[src/rtl/lcd_seq_pkg.sv]
// Shared command codes, FSM encoding and image size for the lcd_ctrl command sequencer.
// Pure definitions: no latency, no flow control.
package lcd_seq_pkg;

  typedef logic [2:0] cmd_t;

  localparam cmd_t CMD_REFLASH = 3'd0;
  localparam cmd_t CMD_LOAD    = 3'd1;
  localparam cmd_t CMD_SHR     = 3'd2;
  localparam cmd_t CMD_SHL     = 3'd3;
  localparam cmd_t CMD_SHU     = 3'd4;
  localparam cmd_t CMD_SHD     = 3'd5;

  localparam int IMG_N_DEFAULT = 36;

  typedef enum logic [2:0] {
    ST_IDLE,
    ST_ISSUE,
    ST_LOAD,
    ST_GUARD,
    ST_WAIT
  } seq_state_t;

  function automatic logic cmd_legal(input cmd_t c);
    return c <= CMD_SHD;
  endfunction

endpackage

[src/rtl/lcd_cmd_sequencer_if.sv]
// Host command handshake: host drives cmd/valid, the sequencer answers with ready.
// A command transfers on the cycle valid and ready are both high.
interface lcd_cmd_sequencer_if;
  import lcd_seq_pkg::*;

  cmd_t host_cmd;
  logic host_valid;
  logic host_ready;

  modport master (output host_cmd, output host_valid, input host_ready);
  modport slave  (input host_cmd, input host_valid, output host_ready);
endinterface

[src/rtl/lcd_seq_fifo.sv]
// Synchronous FIFO with registered storage and head-of-queue read; head valid while !empty.
// Pushes while full are refused even if a pop lands in the same cycle; pops while empty are ignored.
module lcd_seq_fifo #(
  parameter int DEPTH = 4,
  parameter int W     = 3
) (
  input  logic         clk,
  input  logic         reset,
  input  logic         push,
  input  logic [W-1:0] din,
  input  logic         pop,
  output logic         full,
  output logic         empty,
  output logic [W-1:0] head
);

  localparam int PW = $clog2(DEPTH);
  localparam logic [PW:0] CNT_FULL = (PW+1)'(DEPTH);

  logic [W-1:0]  mem [DEPTH];
  logic [PW-1:0] wr_ptr;
  logic [PW-1:0] rd_ptr;
  logic [PW:0]   count;
  logic          do_push;
  logic          do_pop;

  assign full    = (count == CNT_FULL);
  assign empty   = (count == '0);
  assign do_push = push && !full;
  assign do_pop  = pop && !empty;
  assign head    = mem[rd_ptr];

  always_ff @(posedge clk) begin
    if (do_push) mem[wr_ptr] <= din;
  end

  always_ff @(posedge clk) begin
    if (reset) begin
      wr_ptr <= '0;
      rd_ptr <= '0;
      count  <= '0;
    end else begin
      if (do_push) wr_ptr <= wr_ptr + PW'(1);
      if (do_pop)  rd_ptr <= rd_ptr + PW'(1);
      case ({do_push, do_pop})
        2'b10:   count <= count + (PW+1)'(1);
        2'b01:   count <= count - (PW+1)'(1);
        default: count <= count;
      endcase
    end
  end

endmodule

[src/rtl/lcd_cmd_sequencer.sv]
// Queues host commands and issues them to lcd_ctrl one at a time, streaming the image ROM on LOAD.
// Strobe >=2 cycles after push; host backpressured by FIFO full. Define LCD_SEQ_PERF_EN for the busy-stall counter.
module lcd_cmd_sequencer
  import lcd_seq_pkg::*;
#(
  parameter int FIFO_DEPTH = 4,
  parameter int IMG_N      = IMG_N_DEFAULT,
  parameter int AW         = 6
) (
  input  logic                 clk,
  input  logic                 reset,
  lcd_cmd_sequencer_if.slave   host,
  output logic [AW-1:0]        img_addr,
  input  logic [7:0]           img_rdata,
  output cmd_t                 lcd_cmd,
  output logic                 lcd_cmd_valid,
  output logic [7:0]           lcd_datain,
  input  logic                 lcd_busy,
  output logic                 seq_idle,
  output logic                 cmd_err,
  output logic [15:0]          stall_cnt
);

  localparam logic [AW-1:0] LAST_PIX = AW'(IMG_N - 1);

  seq_state_t    state;
  seq_state_t    state_nxt;
  logic          fifo_full;
  logic          fifo_empty;
  logic          fifo_pop;
  cmd_t          fifo_head;
  logic [AW-1:0] pix_cnt;
  logic [7:0]    datain_q;

  lcd_seq_fifo #(
    .DEPTH (FIFO_DEPTH),
    .W     (3)
  ) u_fifo (
    .clk   (clk),
    .reset (reset),
    .push  (host.host_valid),
    .din   (host.host_cmd),
    .pop   (fifo_pop),
    .full  (fifo_full),
    .empty (fifo_empty),
    .head  (fifo_head)
  );

  assign host.host_ready = !fifo_full;
  assign seq_idle        = fifo_empty && (state == ST_IDLE);

  always_ff @(posedge clk) begin
    if (reset) state <= ST_IDLE;
    else       state <= state_nxt;
  end

  always_comb begin
    state_nxt     = state;
    fifo_pop      = 1'b0;
    lcd_cmd_valid = 1'b0;
    lcd_cmd       = CMD_REFLASH;
    cmd_err       = 1'b0;
    case (state)
      ST_IDLE: begin
        // Illegal codes are discarded even while lcd_ctrl is busy.
        if (!fifo_empty) begin
          if (!cmd_legal(fifo_head)) begin
            fifo_pop = 1'b1;
            cmd_err  = 1'b1;
          end else if (!lcd_busy) begin
            state_nxt = ST_ISSUE;
          end
        end
      end
      ST_ISSUE: begin
        lcd_cmd_valid = 1'b1;
        lcd_cmd       = fifo_head;
        fifo_pop      = 1'b1;
        state_nxt     = (fifo_head == CMD_LOAD) ? ST_LOAD : ST_GUARD;
      end
      ST_LOAD: begin
        if (pix_cnt == LAST_PIX) state_nxt = ST_GUARD;
      end
      ST_GUARD: state_nxt = ST_WAIT;
      ST_WAIT: begin
        if (!lcd_busy) state_nxt = ST_IDLE;
      end
      default: state_nxt = ST_IDLE;
    endcase
  end

  // ROM has one cycle of latency, so the address runs one pixel ahead of lcd_datain.
  assign img_addr = (state == ST_LOAD) ? (pix_cnt + AW'(1)) : '0;

  always_ff @(posedge clk) begin
    if (reset) begin
      pix_cnt  <= '0;
      datain_q <= '0;
    end else if (state == ST_LOAD) begin
      pix_cnt  <= pix_cnt + AW'(1);
      datain_q <= img_rdata;
    end else begin
      pix_cnt  <= '0;
    end
  end

  assign lcd_datain = (state == ST_LOAD) ? img_rdata : datain_q;

`ifdef LCD_SEQ_PERF_EN
  logic [15:0] stall_q;

  always_ff @(posedge clk) begin
    if (reset) begin
      stall_q <= '0;
    end else if (!fifo_empty && lcd_busy && (state == ST_IDLE || state == ST_WAIT)
                 && (stall_q != 16'hFFFF)) begin
      stall_q <= stall_q + 16'd1;
    end
  end

  assign stall_cnt = stall_q;
`else
  assign stall_cnt = '0;
`endif

endmodule

[src/flat_wrapper.sv]
// flat-port wrapper written by rule: the top's interface ports become plain ports
module lcd_cmd_sequencer_flat import lcd_seq_pkg::*;
#(
  parameter int FIFO_DEPTH = 4,
  parameter int IMG_N      = IMG_N_DEFAULT,
  parameter int AW         = 6
)
  (clk, reset, img_addr, img_rdata, lcd_cmd, lcd_cmd_valid, lcd_datain, lcd_busy, seq_idle, cmd_err, stall_cnt, host_host_cmd, host_host_valid, host_host_ready);
  lcd_cmd_sequencer_if host_i ();
  input  logic clk;
  input  logic reset;
  output logic [AW-1:0] img_addr;
  input  logic [7:0] img_rdata;
  output cmd_t lcd_cmd;
  output logic lcd_cmd_valid;
  output logic [7:0] lcd_datain;
  input  logic lcd_busy;
  output logic seq_idle;
  output logic cmd_err;
  output logic [15:0] stall_cnt;
  input wire logic [$bits(host_i.host_cmd)-1:0] host_host_cmd;
  input wire logic [$bits(host_i.host_valid)-1:0] host_host_valid;
  output wire logic [$bits(host_i.host_ready)-1:0] host_host_ready;
  assign host_i.host_cmd = host_host_cmd;
  assign host_i.host_valid = host_host_valid;
  assign host_host_ready = host_i.host_ready;
  lcd_cmd_sequencer #(.FIFO_DEPTH(FIFO_DEPTH), .IMG_N(IMG_N), .AW(AW)) u_core (.clk(clk), .reset(reset), .host(host_i), .img_addr(img_addr), .img_rdata(img_rdata), .lcd_cmd(lcd_cmd), .lcd_cmd_valid(lcd_cmd_valid), .lcd_datain(lcd_datain), .lcd_busy(lcd_busy), .seq_idle(seq_idle), .cmd_err(cmd_err), .stall_cnt(stall_cnt));
endmodule
[config.mk]
export PLATFORM = sky130hd
export DESIGN_NAME = lcd_cmd_sequencer_flat
export DESIGN_NICKNAME = d
export VERILOG_FILES = /design/src/rtl/lcd_seq_pkg.sv /design/src/rtl/lcd_cmd_sequencer_if.sv /design/src/rtl/lcd_seq_fifo.sv /design/src/rtl/lcd_cmd_sequencer.sv /design/src/flat_wrapper.sv
export SDC_FILE = /design/constraint.sdc
export NUM_CORES = 1
export LEC_CHECK = 0
export BUFFER_PORTS_ARGS = -buffer_cell sky130_fd_sc_hd__clkbuf_2
export CORE_ASPECT_RATIO = 0.8
export CORE_UTILIZATION = 49
export CTS_CLUSTER_DIAMETER = 60
export DETAILED_ROUTE_END_ITERATION = 12
export PLACE_DENSITY = 0.76
export SLEW_MARGIN = 0
export SYNTH_ARGS = -nofsm -noshare
export SYNTH_HDL_FRONTEND = slang
export SYNTH_SLANG_ARGS = --single-unit
[constraint.sdc]
create_clock -name clk -period 4 [get_ports clk]
set_input_delay 0.4 -clock clk [delete_from_list [all_inputs] [get_ports clk]]
set_output_delay 0.4 -clock clk [all_outputs]
set_load 0.005 [all_outputs]
==> results.md <==
- Antenna fix cells: 0
- FMAX: 401 MHz
- Netlist cell types: 36
- Die ar.: 3960 um2
- Critical Path RT: 4.21 ns
- Reg-to-reg slack, setup: 1.51 ns
- Final min period: 2.49 ns
- TritonCTS clock tree: yes
- Finished Core Util: 59.0%
- Mux share of post-synthesis cell area: 9.28%
- Pre-Repair DR Iteration Count: 4
- Setup crit end kind: flip-flop
- Setup repair bufs after CTS: 0
- Xor-xnor portion of the synthesized cell area: 3.85%
- Routed wire length: 2770 um
- Initial antenna violation count: 0
- Most frequent cells in the layout: 35 x clkbuf_2, 26 x dfxtp_1, 16 x conb_1, 14 x nor2_1, 12 x edfxtp_1
- Outcome: complete, no violations
- Initial Util: 52.1%
- Worst-Skew Late Latency: 0.29 ns
- Most common cell after layout, fill and taps aside: clkbuf_2
- H-tree Lvls: 2
- R2r worst-path depth: 9
- PD cells: 604 nW/um2
- Number of gates resized after cts: 0
- Clk sink count: 38
- Buffers & Inverters on Critical Path: 2
- Cells along the critical path: or3b_1, and2_1, inv_1, ha_1, inv_1, fa_1, xor2_1, or3_1, a21oi_1
- Worst vdd ir: 0.234 mV
- Gr usage total: 16.0%
- Critical Path End: u_core.u_fifo.count[2]$_SDFFE_PP0P_
- Compound-cell area share of the yosys netlist: 4.88%
- Num rows: 19
- Area delta synth->final: 13.3%
- Sequential share of the synthesized area: 48.4%
- Worst hold path type: input pin to flip-flop
- Final antenna-violating net count: 0
- Hold_ws: 0.332 ns
- Synth Area in Simple Gates: 18.2%
- Final max-slew violation count: 0
- Synth top area share: 28.6%
- Cells after synthesis: 168
- #FFs+latches synth: 38
- Worst setup path class: flip-flop to flip-flop
- Fin nets: 226
- Placed Cells incl. Taps: 239
- Crit path max-delay family: simple AND/OR/NAND/NOR gates
- Adder-cell share of the synthesized area: 5.23%
- Final setup viols: 0
- Routed vias: 1208
- Number of global-route vias before repair: 1121
- DP Wirelength: 2050 um
- Via density: 4.89
- Die Span X: 70.1 um
- Startpoint types: flip-flop
- IO Count: 52
- Final Hold Vio Count: 0
- Clk root buf: clkbuf_8
- RSZ-0062 raised after global routing: no
- Critical path fanouts, max: 6
- Pin count of the biggest net entering global routing: 26
- Leakage: 0.860 nW
- Crit-path max cell delay: 0.44 ns
- Fraction of registers with async set/reset: 0%
- EDFF count, synth: 12
- DRC viols: 0
- Post-synth top area cell: dfxtp_1
- Setup TNS: 0 ns
- Levels on crit path: 9
- Synth area leaders: dfxtp_1 29%, edfxtp_1 20%, buf_4 6.6%
- First-iteration detailed-routing DRC count: 49
- Final Skew: 0.00487 ns
- Clk buf depth: 2
- Worst r2r src: u_core.u_fifo.count[2]$_SDFFE_PP0P_
- Critical Path Source: u_core.u_fifo.count[2]$_SDFFE_PP0P_
- Die height: 56.5 um
- Gr ovfl total: 0
- Max-Cap Viols: 0
- Critical path's slowest cell: or3b_1
- Share of cells above drive strength 1: 26.3%
- Num CTS Buffers: 5
- First-pass GRT wire length: 4800 um
- Period utilization: 62.3%
- CTS Hold Bufs: 0
- IO buf count: 35
- Synth Flop Type: dfxtp_1
- Clock slew seen by the registers of the worst setup and hold paths: 0.08 ns
- Syn Std Cell Area: 1820 um2
- GP Congestion: 0.788
- Post-Layout Cell Count: 247
- Crit-path most repeated cell: inv_1
- Largest family of logic cells by synthesized area: simple AND/OR/NAND/NOR gates
- Arr. time, crit path: 2.71 ns
- Core area: 3490 um2
- Pwr Total: 1.25 mW
- YS warnings: 0
- DR WL/cell: 11.2 um
- Cell count of the worst hold path: 1
- Syn_area_per_cell: 10.8 um2
- FF-to-FF End: u_core.u_fifo.count[2]$_SDFFE_PP0P_
==> synth_stat cells (2+ instances only) <==
cell      count
dfxtp_1      26
edfxtp_1     12
ha_1          6
xor2_1        4
mux4_1        3
buf_6         2
nor3_1        8
and2_1        5
o21ai_0       3
buf_4        16
clkbuf_1      2
nand2_1       5
a21oi_1       7
nor2_1       14
inv_1         7
nor3b_1       3
and3_1        5
nor2b_1       9
nand3_1       3
or3_1         2
xnor2_1       4
mux2_2        8
==> sequential cells by signal, indices dropped and copies added, names as in the netlist, named ones only <==
| register | flops |
|---|---|
| u_core.u_fifo.wr_ptr | 2 |
| u_core.pix_cnt | 6 |
| u_core.u_fifo.rd_ptr | 2 |
| u_core.u_fifo.count | 3 |
| u_core.state | 3 |
| u_core.datain_q | 8 |
| u_core.u_fifo.mem | 12 |
==> metal layers <==
layer	GRT usage, %	vias to the layer above	wire [um]
met3	7.54	4	157
met5	0	-	0
li1	-	622	-
met2	23.9	42	1200
met1	20.2	540	1390
met4	5.71	0	24
==> kinds of logic (layout without fill, tap and decap cells) <==
group,Yosys count,in the layout
fa+ha+maj,7,7
other cells,1,16
mux,11,11
compound gates,15,15
flops,38,38
buf+inv,28,50
xor+xnor,8,8
simple gates,60,60
==> final cells by class <==
type                    instances  area [um2]
inverters                       7        26.3
fillers                       303        1430
multi-input cells             117         813
flip-flops and latches         38         881
well taps                      42        52.6
clock inverters                 3        45.0
repair buffers                 35         175
clock buffers                   5        68.8
==> report_power, final <==
group          leakage [nW]  total (mW)  internal [mW]  switching [mW]
sequential            0.321       0.518          0.463          0.0542
combinational         0.488       0.410          0.201           0.209
clock                0.0504       0.318          0.185           0.132
total                 0.860        1.25          0.850           0.396
==> worst min-delay path by stage <==
| stage | startpoint | end | slack (ns) |
|---|---|---|---|
| 3_5_place_dp | u_core.u_fifo.rd_ptr[1]$_SDFFE_PP0P_ | u_core.u_fifo.rd_ptr[1]$_SDFFE_PP0P_ | 0.48 |
| 2_1_floorplan | u_core.u_fifo.rd_ptr[1]$_SDFFE_PP0P_ | flip-flop | 0.45 |
| 3_3_place_gp | u_core.u_fifo.rd_ptr[1]$_SDFFE_PP0P_ | u_core.u_fifo.rd_ptr[1]$_SDFFE_PP0P_ | 0.48 |
| 5_1_grt | host_host_cmd[2] | u_core.u_fifo.mem[2][2]$_DFFE_PP_ | 0.32 |
| 4_1_cts | host_host_cmd[1] | u_core.u_fifo.mem[2][1]$_DFFE_PP_ | 0.33 |
| 6_report | host_host_cmd[1] | u_core.u_fifo.mem[2][1]$_DFFE_PP_ | 0.33 |
==> stage by stage <==
stage,setup slack [ns],area [um2]
floorplan,1.70,1880
global placement,1.64,1950
detailed placement,1.55,1950
CTS,1.49,2060
global route,1.33,2060
finish,1.51,2060
No activity file was read; power rests on OpenSTA's default activity.
